### src/rtl/offset_cal_ctrl.sv
// ADC offset calibration: discards a settle window, averages 2^log2_samples samples, drives -mean as the offset.
// Latency: busy for settle_cycles + 2^log2_samples + 1 clocks after an accepted start; manual offset 2 clocks from gpio0_i.
// Backpressure: none; start/manual are ignored while busy, abort is honoured in any busy state.
module offset_cal_ctrl #(
    parameter int data_width    = 16,
    parameter int log2_samples  = 10,
    parameter int settle_cycles = 16
) (
    input  logic                  clk_i,
    input  logic                  rstn_i,
    input  logic [31:0]           gpio0_i,
    input  logic [data_width-1:0] adc_data_i,
    output logic [data_width-1:0] offset_o,
    output logic                  busy_o,
    output logic                  done_o,
    output logic [31:0]           status_o
);
    typedef enum logic [2:0] {
        ST_IDLE   = 3'd0,
        ST_SETTLE = 3'd1,
        ST_ACCUM  = 3'd2,
        ST_APPLY  = 3'd3,
        ST_DONE   = 3'd4
    } state_t;

    localparam int acc_width = data_width + log2_samples;
    localparam int n_samples = 1 << log2_samples;
    localparam int cnt_max   = (settle_cycles > n_samples) ? settle_cycles : n_samples;
    localparam int cnt_width = $clog2(cnt_max) + 1;
    localparam logic [cnt_width-1:0]  settle_load = cnt_width'(settle_cycles - 1);
    localparam logic [cnt_width-1:0]  accum_load  = cnt_width'(n_samples - 1);
    localparam logic [data_width-1:0] min_val     = {1'b1, {(data_width-1){1'b0}}};
    localparam logic [data_width-1:0] max_val     = {1'b0, {(data_width-1){1'b1}}};

    state_t                      state_q, state_d;
    logic [31:0]                 cmd_q;
    logic                        start_qq;
    logic                        armed_q;
    logic                        start_ev;
    logic [cnt_width-1:0]        cnt_q, cnt_d;
    logic signed [acc_width-1:0] acc_q, acc_d, adc_ext;
    logic [data_width-1:0]       mean, offset_d, man_off;
    logic                        done_d, sat_q, sat_d, busy_d;
    logic [15:0]                 off16;
    logic                        unused_cmd_bits;

    // armed_q blocks a start that was already high when reset released.
    assign start_ev        = cmd_q[0] & ~start_qq & armed_q;
    assign adc_ext         = {{log2_samples{adc_data_i[data_width-1]}}, adc_data_i};
    assign mean            = data_width'(acc_q >>> log2_samples);
    assign man_off         = data_width'($signed(cmd_q[31:16]));
    assign off16           = 16'($signed(offset_o));
    assign unused_cmd_bits = ^cmd_q[15:3];
    assign status_o        = {off16, 10'd0, sat_q, done_o, busy_o, state_q};

    always_comb begin
        state_d  = state_q;
        cnt_d    = cnt_q;
        acc_d    = acc_q;
        offset_d = offset_o;
        done_d   = done_o;
        sat_d    = sat_q;
        case (state_q)
            ST_IDLE: begin
                if (cmd_q[1]) begin
                    offset_d = man_off;
                end else if (start_ev && !cmd_q[2]) begin
                    state_d = ST_SETTLE;
                    cnt_d   = settle_load;
                    acc_d   = '0;
                    done_d  = 1'b0;
                    sat_d   = 1'b0;
                end
            end
            ST_SETTLE: begin
                if (cmd_q[2]) begin
                    state_d = ST_IDLE;
                end else if (cnt_q == '0) begin
                    state_d = ST_ACCUM;
                    cnt_d   = accum_load;
                end else begin
                    cnt_d = cnt_q - cnt_width'(1);
                end
            end
            ST_ACCUM: begin
                if (cmd_q[2]) begin
                    state_d = ST_IDLE;
                end else begin
                    acc_d = acc_q + adc_ext;
                    if (cnt_q == '0) begin
                        state_d = ST_APPLY;
                    end else begin
                        cnt_d = cnt_q - cnt_width'(1);
                    end
                end
            end
            ST_APPLY: begin
                if (cmd_q[2]) begin
                    state_d = ST_IDLE;
                end else begin
                    state_d = ST_DONE;
                    done_d  = 1'b1;
                    // The most negative mean has no positive twin in data_width bits.
                    if (mean == min_val) begin
                        offset_d = max_val;
                        sat_d    = 1'b1;
                    end else begin
                        offset_d = -mean;
                    end
                end
            end
            ST_DONE: state_d = ST_IDLE;
            default: state_d = ST_IDLE;
        endcase
        busy_d = (state_d == ST_SETTLE) || (state_d == ST_ACCUM) || (state_d == ST_APPLY);
    end

    always_ff @(posedge clk_i or negedge rstn_i) begin
        if (!rstn_i) begin
            state_q  <= ST_IDLE;
            cmd_q    <= '0;
            start_qq <= 1'b0;
            armed_q  <= 1'b0;
            cnt_q    <= '0;
            acc_q    <= '0;
            offset_o <= '0;
            busy_o   <= 1'b0;
            done_o   <= 1'b0;
            sat_q    <= 1'b0;
        end else begin
            state_q  <= state_d;
            cmd_q    <= gpio0_i;
            start_qq <= cmd_q[0];
            armed_q  <= armed_q | ~gpio0_i[0];
            cnt_q    <= cnt_d;
            acc_q    <= acc_d;
            offset_o <= offset_d;
            busy_o   <= busy_d;
            done_o   <= done_d;
            sat_q    <= sat_d;
        end
    end
endmodule

### config.mk
export PLATFORM = sky130hd
export DESIGN_NAME = offset_cal_ctrl
export DESIGN_NICKNAME = d
export VERILOG_FILES = /design/src/rtl/offset_cal_ctrl.sv
export SDC_FILE = /design/constraint.sdc
export NUM_CORES = 1
export LEC_CHECK = 0
export ABC_AREA = 1
export CAP_MARGIN = 25
export CELL_PAD_IN_SITES_DETAIL_PLACEMENT = 1
export CELL_PAD_IN_SITES_GLOBAL_PLACEMENT = 1
export CORE_ASPECT_RATIO = 1.4
export CORE_MARGIN = 2
export CORE_UTILIZATION = 38
export DETAILED_ROUTE_END_ITERATION = 16
export PLACE_DENSITY = 0.91
export SYNTH_ARGS = -nofsm -noshare
export SYNTH_HDL_FRONTEND = slang
export SYNTH_SLANG_ARGS = --single-unit
### constraint.sdc
create_clock -name clk_i -period 2.2 [get_ports clk_i]
set_clock_uncertainty 0.05 [all_clocks]
set_input_delay 0.55 -clock clk_i [delete_from_list [all_inputs] [get_ports clk_i]]
set_output_delay 0.55 -clock clk_i [all_outputs]
set_load 0.02 [all_outputs]
==> results.txt <==
Pin count of the biggest net entering global routing - 34
Library cell occupying the most area in the post-synthesis netlist - sky130_fd_sc_hd__dfrtp_1
First DRT Iteration DRCs - 469
Routability congestion estimate - 0.8790
Pre-CTS setup slack - -0.5662 ns
Worst hold margin - 0.08022 ns
Synth area leaders - sky130_fd_sc_hd__dfrtp_1 (36%), sky130_fd_sc_hd__nand2_1 (18%), sky130_fd_sc_hd__inv_1 (7.8%), sky130_fd_sc_hd__ha_1 (6.3%), sky130_fd_sc_hd__nor2_1 (5.2%)
Overall routing resource usage - 28.43%
Worst-Skew Late Latency - 0.37 ns
Final-stage net count - 1,026
Max-cap violation count - 0
Average routed wire per standard cell - 22.08 um
Minimum clock period - 2.455 ns
Largest voltage drop on the vdd net - 329.4 uV
Data required time of the worst path - 2.36 ns
Number of hold violations in the final report - 0
Met3 track utilization from global routing - 6.041%
Global routing met1 resource utilization - 28.90%
Nature of the critical path endpoint - flip-flop
Antenna fix cells - 0
Root Driver - sky130_fd_sc_hd__clkbuf_16
Post-synthesis sequential area ratio - 35.75%
Internal reg-to-reg setup slack - -0.09 ns
Count of pins on the block boundary - 100
Distinct cells, synth - 38
HPWL reported at the end of detailed placement - 14,460 um
Post-Syn Instances - 826
Die ar. - 15,740 um^2
Unrepaired setup endpoints after global routing - true
Synthesized area - 5599 um^2
Fraction of final layout cells with drive strength greater than 1 - 18.59%
Placed Instances - 1,120
Global-route wire length before repair - 34,930 um
Worst Hold Class - primary input to async pin
Post-Synthesis Mean Instance Area - 6.779 um^2
Register bit total from synthesis - 80
Global-route layer with the greatest usage - met2
Total overflow reported by the global router - 0
Leading cell types in the layout, fill and taps excluded - sky130_fd_sc_hd__nand2_1 (248), sky130_fd_sc_hd__inv_1 (114), sky130_fd_sc_hd__dfrtp_1 (80)
Final wirelength - 25,190 um
Clk pin slew, worst setup/hold paths - 0.08 ns
Synth warnings - 0
Number of pins with negative max-slew slack in the final report - 0
Detail-routed via count per cell - 5.652
Slew @ Worst Pin - 0.5134 ns
TritonCTS clock tree - yes
Leakage component of the power - 3.917 nW
Clock tree buffer depth - 2
Final Worst Setup Slack - -0.2547 ns
Final Setup Violations - 8
TritonCTS Buffers - 9
Yosys top cell area share - 35.75%
Relative area change from synthesis to final layout - 36.54%
Max-slew headroom at the worst pin - 65.67%
Height of the die - 147.6 um
Area of the core region - 14,440 um^2
H-tree level count - 3
GR met2 Demand/Resource - 51.43%
Initial Utilization - 38.76%
First-pass iteration count of the detailed router - 5
Cell row count - 52
Post-route fraction of the period consumed by the critical path - 111.6%
DRC violation count after routing - 0
Setup crit start kind - primary input
Chip width - 106.6 um
Violations in the final reports - negative setup slack
Port Buffer Count - 76
Hold-fix buffer count after cts - 0
P per Cell Area - 581.6 nW/um^2
Routed via count - 6,449
Count of clock tree sinks - 80
Number of global-route vias before repair - 6,874
Most frequent standard cell in the layout excluding fill and tap cells - sky130_fd_sc_hd__nand2_1
Maximum operating frequency - 407.4 MHz
Worst Path Arrival - 2.61 ns
Fin Setup TNS - -0.6639 ns
CP Max Fanout - 4
Count of nets left with antenna violations after detail routing - 0
Share of the core filled with cells - 52.93%
Result of the run - finished, violations left
Count of non-filler cells in the finished layout - 1,141
Antenna violations before repair - 0
Crit Path Class - primary input to flip-flop
## state kept, by name, indices dropped and copies added, names as in the netlist
register,count
acc_q,26
armed_q,1
busy_o,1
cmd_q,19
cnt_q,11
done_o,1
offset_o,16
sat_q,1
start_qq,1
state_q,3
## what timing repair did
item                       in CTS  in global routing
gates resized for setup        39                 57
buffers inserted                4                  0
pin swaps                       8                  3
setup endpoints to repair      15                 17
cloned                          0                  1
## cell families after synthesis
family	synth area share [%]
simple gates	31.22
compound gates	9.832
xor+xnor	2.972
other cells	0.06697
flops	35.75
fa+ha+maj	6.615
buf+inv	13.54
## worst paths after layout
path / start / endpoint / cells past startpoint
setup / recovery: adc_data_i[12] / acc_q[14] / 11
hold / removal: rstn_i / cmd_q[26] / 1
setup reg to reg: state_q[2] / acc_q[14] / 5
hold reg to reg: cmd_q[0] / start_qq / 0
max in group asynchronous: rstn_i / acc_q[7] / 2
min in group clk_i: cmd_q[0] / start_qq / 0
## critical path, stage by stage
cell and delay, ns:
sky130_fd_sc_hd__clkdlybuf4s50_1 0.53, sky130_fd_sc_hd__ha_4 0.24, sky130_fd_sc_hd__nand2_1 0.16, sky130_fd_sc_hd__inv_1 0.08, sky130_fd_sc_hd__a21oi_1 0.23, sky130_fd_sc_hd__nand2_1 0.12
sky130_fd_sc_hd__inv_1 0.08, sky130_fd_sc_hd__nand2_1 0.09, sky130_fd_sc_hd__nand2_1 0.08, sky130_fd_sc_hd__nand2_1 0.06, sky130_fd_sc_hd__o22ai_1 0.39
## synth_stat cells, drive strengths merged
master	instances
nand2	267
inv	129
dfrtp	80
nor2	79
nand3	55
o21ai	54
a21oi	36
buf	34
ha	28
xor2	17
nand4	13
nor3	7
clkbuf	4
o22ai	4
o211ai	3
clkinv	2
o221ai	2
or2	2
xnor2	2
a21o	1
a22o	1
conb	1
fa	1
nand3b	1
nor4	1
o21bai	1
o31ai	1
## stage by stage
step / cell area [um^2] / total power [mW]
floorplan: 5633 / 2.368
global placement: 6834 / 2.794
detailed placement: 6834 / 2.841
CTS: 7331 / 4.352
global route: 7645 / 4.603
finish: 7645 / 4.446
## report_power, final
part	internal (mW)	switching [mW]	total, mW
clock network	0.776	0.713	1.49
registers	1.59	0.101	1.69
logic	0.532	0.740	1.27
## area by class of cell
type / instances / area [um^2]
fill: 1851 / 6799
multi-input combinational: 586 / 3338
sequential: 80 / 2002
timing repair buffer: 139 / 1297
inverter: 131 / 491.7
tap: 189 / 236.5
clock buffer: 9 / 225.2
clock inverter: 7 / 53.80
## routing by layer
layer  part of all wire (%)  vias up  routed length, um
met5                      0        -                  0
met2                     51      330              12930
met1                     36     3155               8995
met3                    5.7      154               1428
met4                    7.3        0               1838
li1                       -     2810                  -
(Power assumes the default switching activity.)
==> RTL edit (same settings) <==
Register the inputs `gpio0_i` and `adc_data_i` before use, cleared by the reset. The logic sees them one clock later. Comments in the files are not updated.
--- a/src/rtl/offset_cal_ctrl.sv
+++ b/src/rtl/offset_cal_ctrl.sv
@@ -32,6 +32,19 @@
     localparam logic [data_width-1:0] min_val     = {1'b1, {(data_width-1){1'b0}}};
     localparam logic [data_width-1:0] max_val     = {1'b0, {(data_width-1){1'b1}}};
 
+    logic [31:0] gpio0_q;
+    logic [data_width-1:0] adc_data_q;
+
+    always_ff @(posedge clk_i or negedge rstn_i) begin
+        if (!rstn_i) begin
+            gpio0_q    <= '0;
+            adc_data_q <= '0;
+        end else begin
+            gpio0_q    <= gpio0_i;
+            adc_data_q <= adc_data_i;
+        end
+    end
+
     state_t                      state_q, state_d;
     logic [31:0]                 cmd_q;
     logic                        start_qq;
@@ -46,7 +59,7 @@
 
     // armed_q blocks a start that was already high when reset released.
     assign start_ev        = cmd_q[0] & ~start_qq & armed_q;
-    assign adc_ext         = {{log2_samples{adc_data_i[data_width-1]}}, adc_data_i};
+    assign adc_ext         = {{log2_samples{adc_data_q[data_width-1]}}, adc_data_q};
     assign mean            = data_width'(acc_q >>> log2_samples);
     assign man_off         = data_width'($signed(cmd_q[31:16]));
     assign off16           = 16'($signed(offset_o));
@@ -129,9 +142,9 @@
             sat_q    <= 1'b0;
         end else begin
             state_q  <= state_d;
-            cmd_q    <= gpio0_i;
+            cmd_q    <= gpio0_q;
             start_qq <= cmd_q[0];
-            armed_q  <= armed_q | ~gpio0_i[0];
+            armed_q  <= armed_q | ~gpio0_q[0];
             cnt_q    <= cnt_d;
             acc_q    <= acc_d;
             offset_o <= offset_d;
Behaviour: not the same (a bounded check fails within 4 cycles, from zero or initial values and one cycle with rstn_i low).
==> RTL edit against the unedited design <==
The run still ends with negative setup slack left; setup slack better by 240 ps; largest power group is now clock; final area is 8.8% higher; power is 45% higher; utilization shrank 3.3 points; routed wire length fell by 7.6%; sequential share of layout area grew 8.4 points; synthesized area up 16%; worst hold slack lost 63 ps; sequential cell count rose by 35.
==> RTL edit: results (changes against the unedited design) <==
Outcome
  – Status: finished with violations
  – Failing checks: negative setup slack

Detailed routing
  – Met2 Wirelength: 12600 microns (-2.4%)
  – Drt total wl: 23300 microns (-7.6%)

Critical path
  – CP top delay family: simple AND/OR/NAND/NOR gates
  – Critical path launch point: state_q[0]
  – Worst path max stage delay: 470 ps (-60 ps)
  – Worst-path maximum fanout: 10 (+6)

Finish
  – Comb_multi_in: 596 (+1.7%)
  – Non-filler cells, final: 1189 (+4.2%)
  – Clk tree area frac: 0.0700 (+0.0335)
  – Layout inverter count without the clock tree: 134 (+2.3%)
  – Flip-flop and latch area: 0.00288 sq mm (+44%)
  – Share of layout cells above drive strength 1: 0.118 (-0.0683)
  – Fillers: 2002 (+8.2%)
  – Sequential cells: 115 (+44%)

Floorplan
  – Core area: 0.0167 sq mm (+16%)

STA
  – Setup violations, final: 2 (-6)
  – Final worst setup slack: -16.4 ps (+238 ps)

Logic synthesis
  – Synth area leaders: dfrtp_1 44%, nand2_1 18%, inv_1 7.6%
  – Area fraction in compound gates after synthesis: 0.0645 (-0.0338)
  – Seq/Total Area, Yosys: 0.443 (+0.0853)

Global routing
  – All-Layer GR Usage: 0.247 (-0.0374)
  – First-pass GRT wire length: 34700 microns (-0.55%)
  – Largest net degree at the start of global routing: 36 (+5.9%)
  – Vias in the first global route: 6882 (+0.12%)

Pwr
  – Lkg Pwr: 4.27 nW (+9.1%)
  – Worst vdd ir: 0.000484 V (+47%)
  – Power density over cell area: 776 mW/mm^2 (+33%)

Placement
  – Placed Area: 0.00749 sq mm (+9.6%)
  – Detailed placement HPWL: 14700 microns (+2.0%)
  – Placed cell count: 1149 (+2.6%)

Clock tree
  – H-tree depth: 4 (+1)
  – Post_cts resized: 4 (-90%)
  – CTS Buf Count: 17 (+8)
[RTL edit: cell types whose count changed after synthesis, moves of 4 or more]
cell / before / now
a21oi_1: 36 / 17
nand2_1: 266 / 304
dfrtp_1: 80 / 115
nand4_1: 13 / 9
buf_2: 3 / 8
o21ai_0: 17 / 30
nand3_1: 53 / 47
inv_2: 13 / 2
o21ai_1: 36 / 4
inv_1: 116 / 131
[RTL edit: how the worst min path moves through the flow]
| stage | from | to | slack (ps) | depth (start not counted) |
|---|---|---|---|---|
| floorplan | rstn_i | acc_q[0] | 200 | 0 |
| global placement | gpio0_q[20] | cmd_q[20] | 280 | 0 |
| detailed placement | gpio0_q[24] | cmd_q[24] | 290 | 0 |
| CTS | rstn_i | adc_data_q[4] | 30 | 1 |
| global route | rstn_i | adc_data_q[4] | 50 | 1 |
| finish | rstn_i | acc_q[17] | 20 | 1 |
[RTL edit: power by group]
part	switching (mW)	leakage, nW	internal (mW)
Combinational	0.773	2.56	0.501
Clock	1.12	0.285	1.68
Sequential	0.119	1.43	2.26
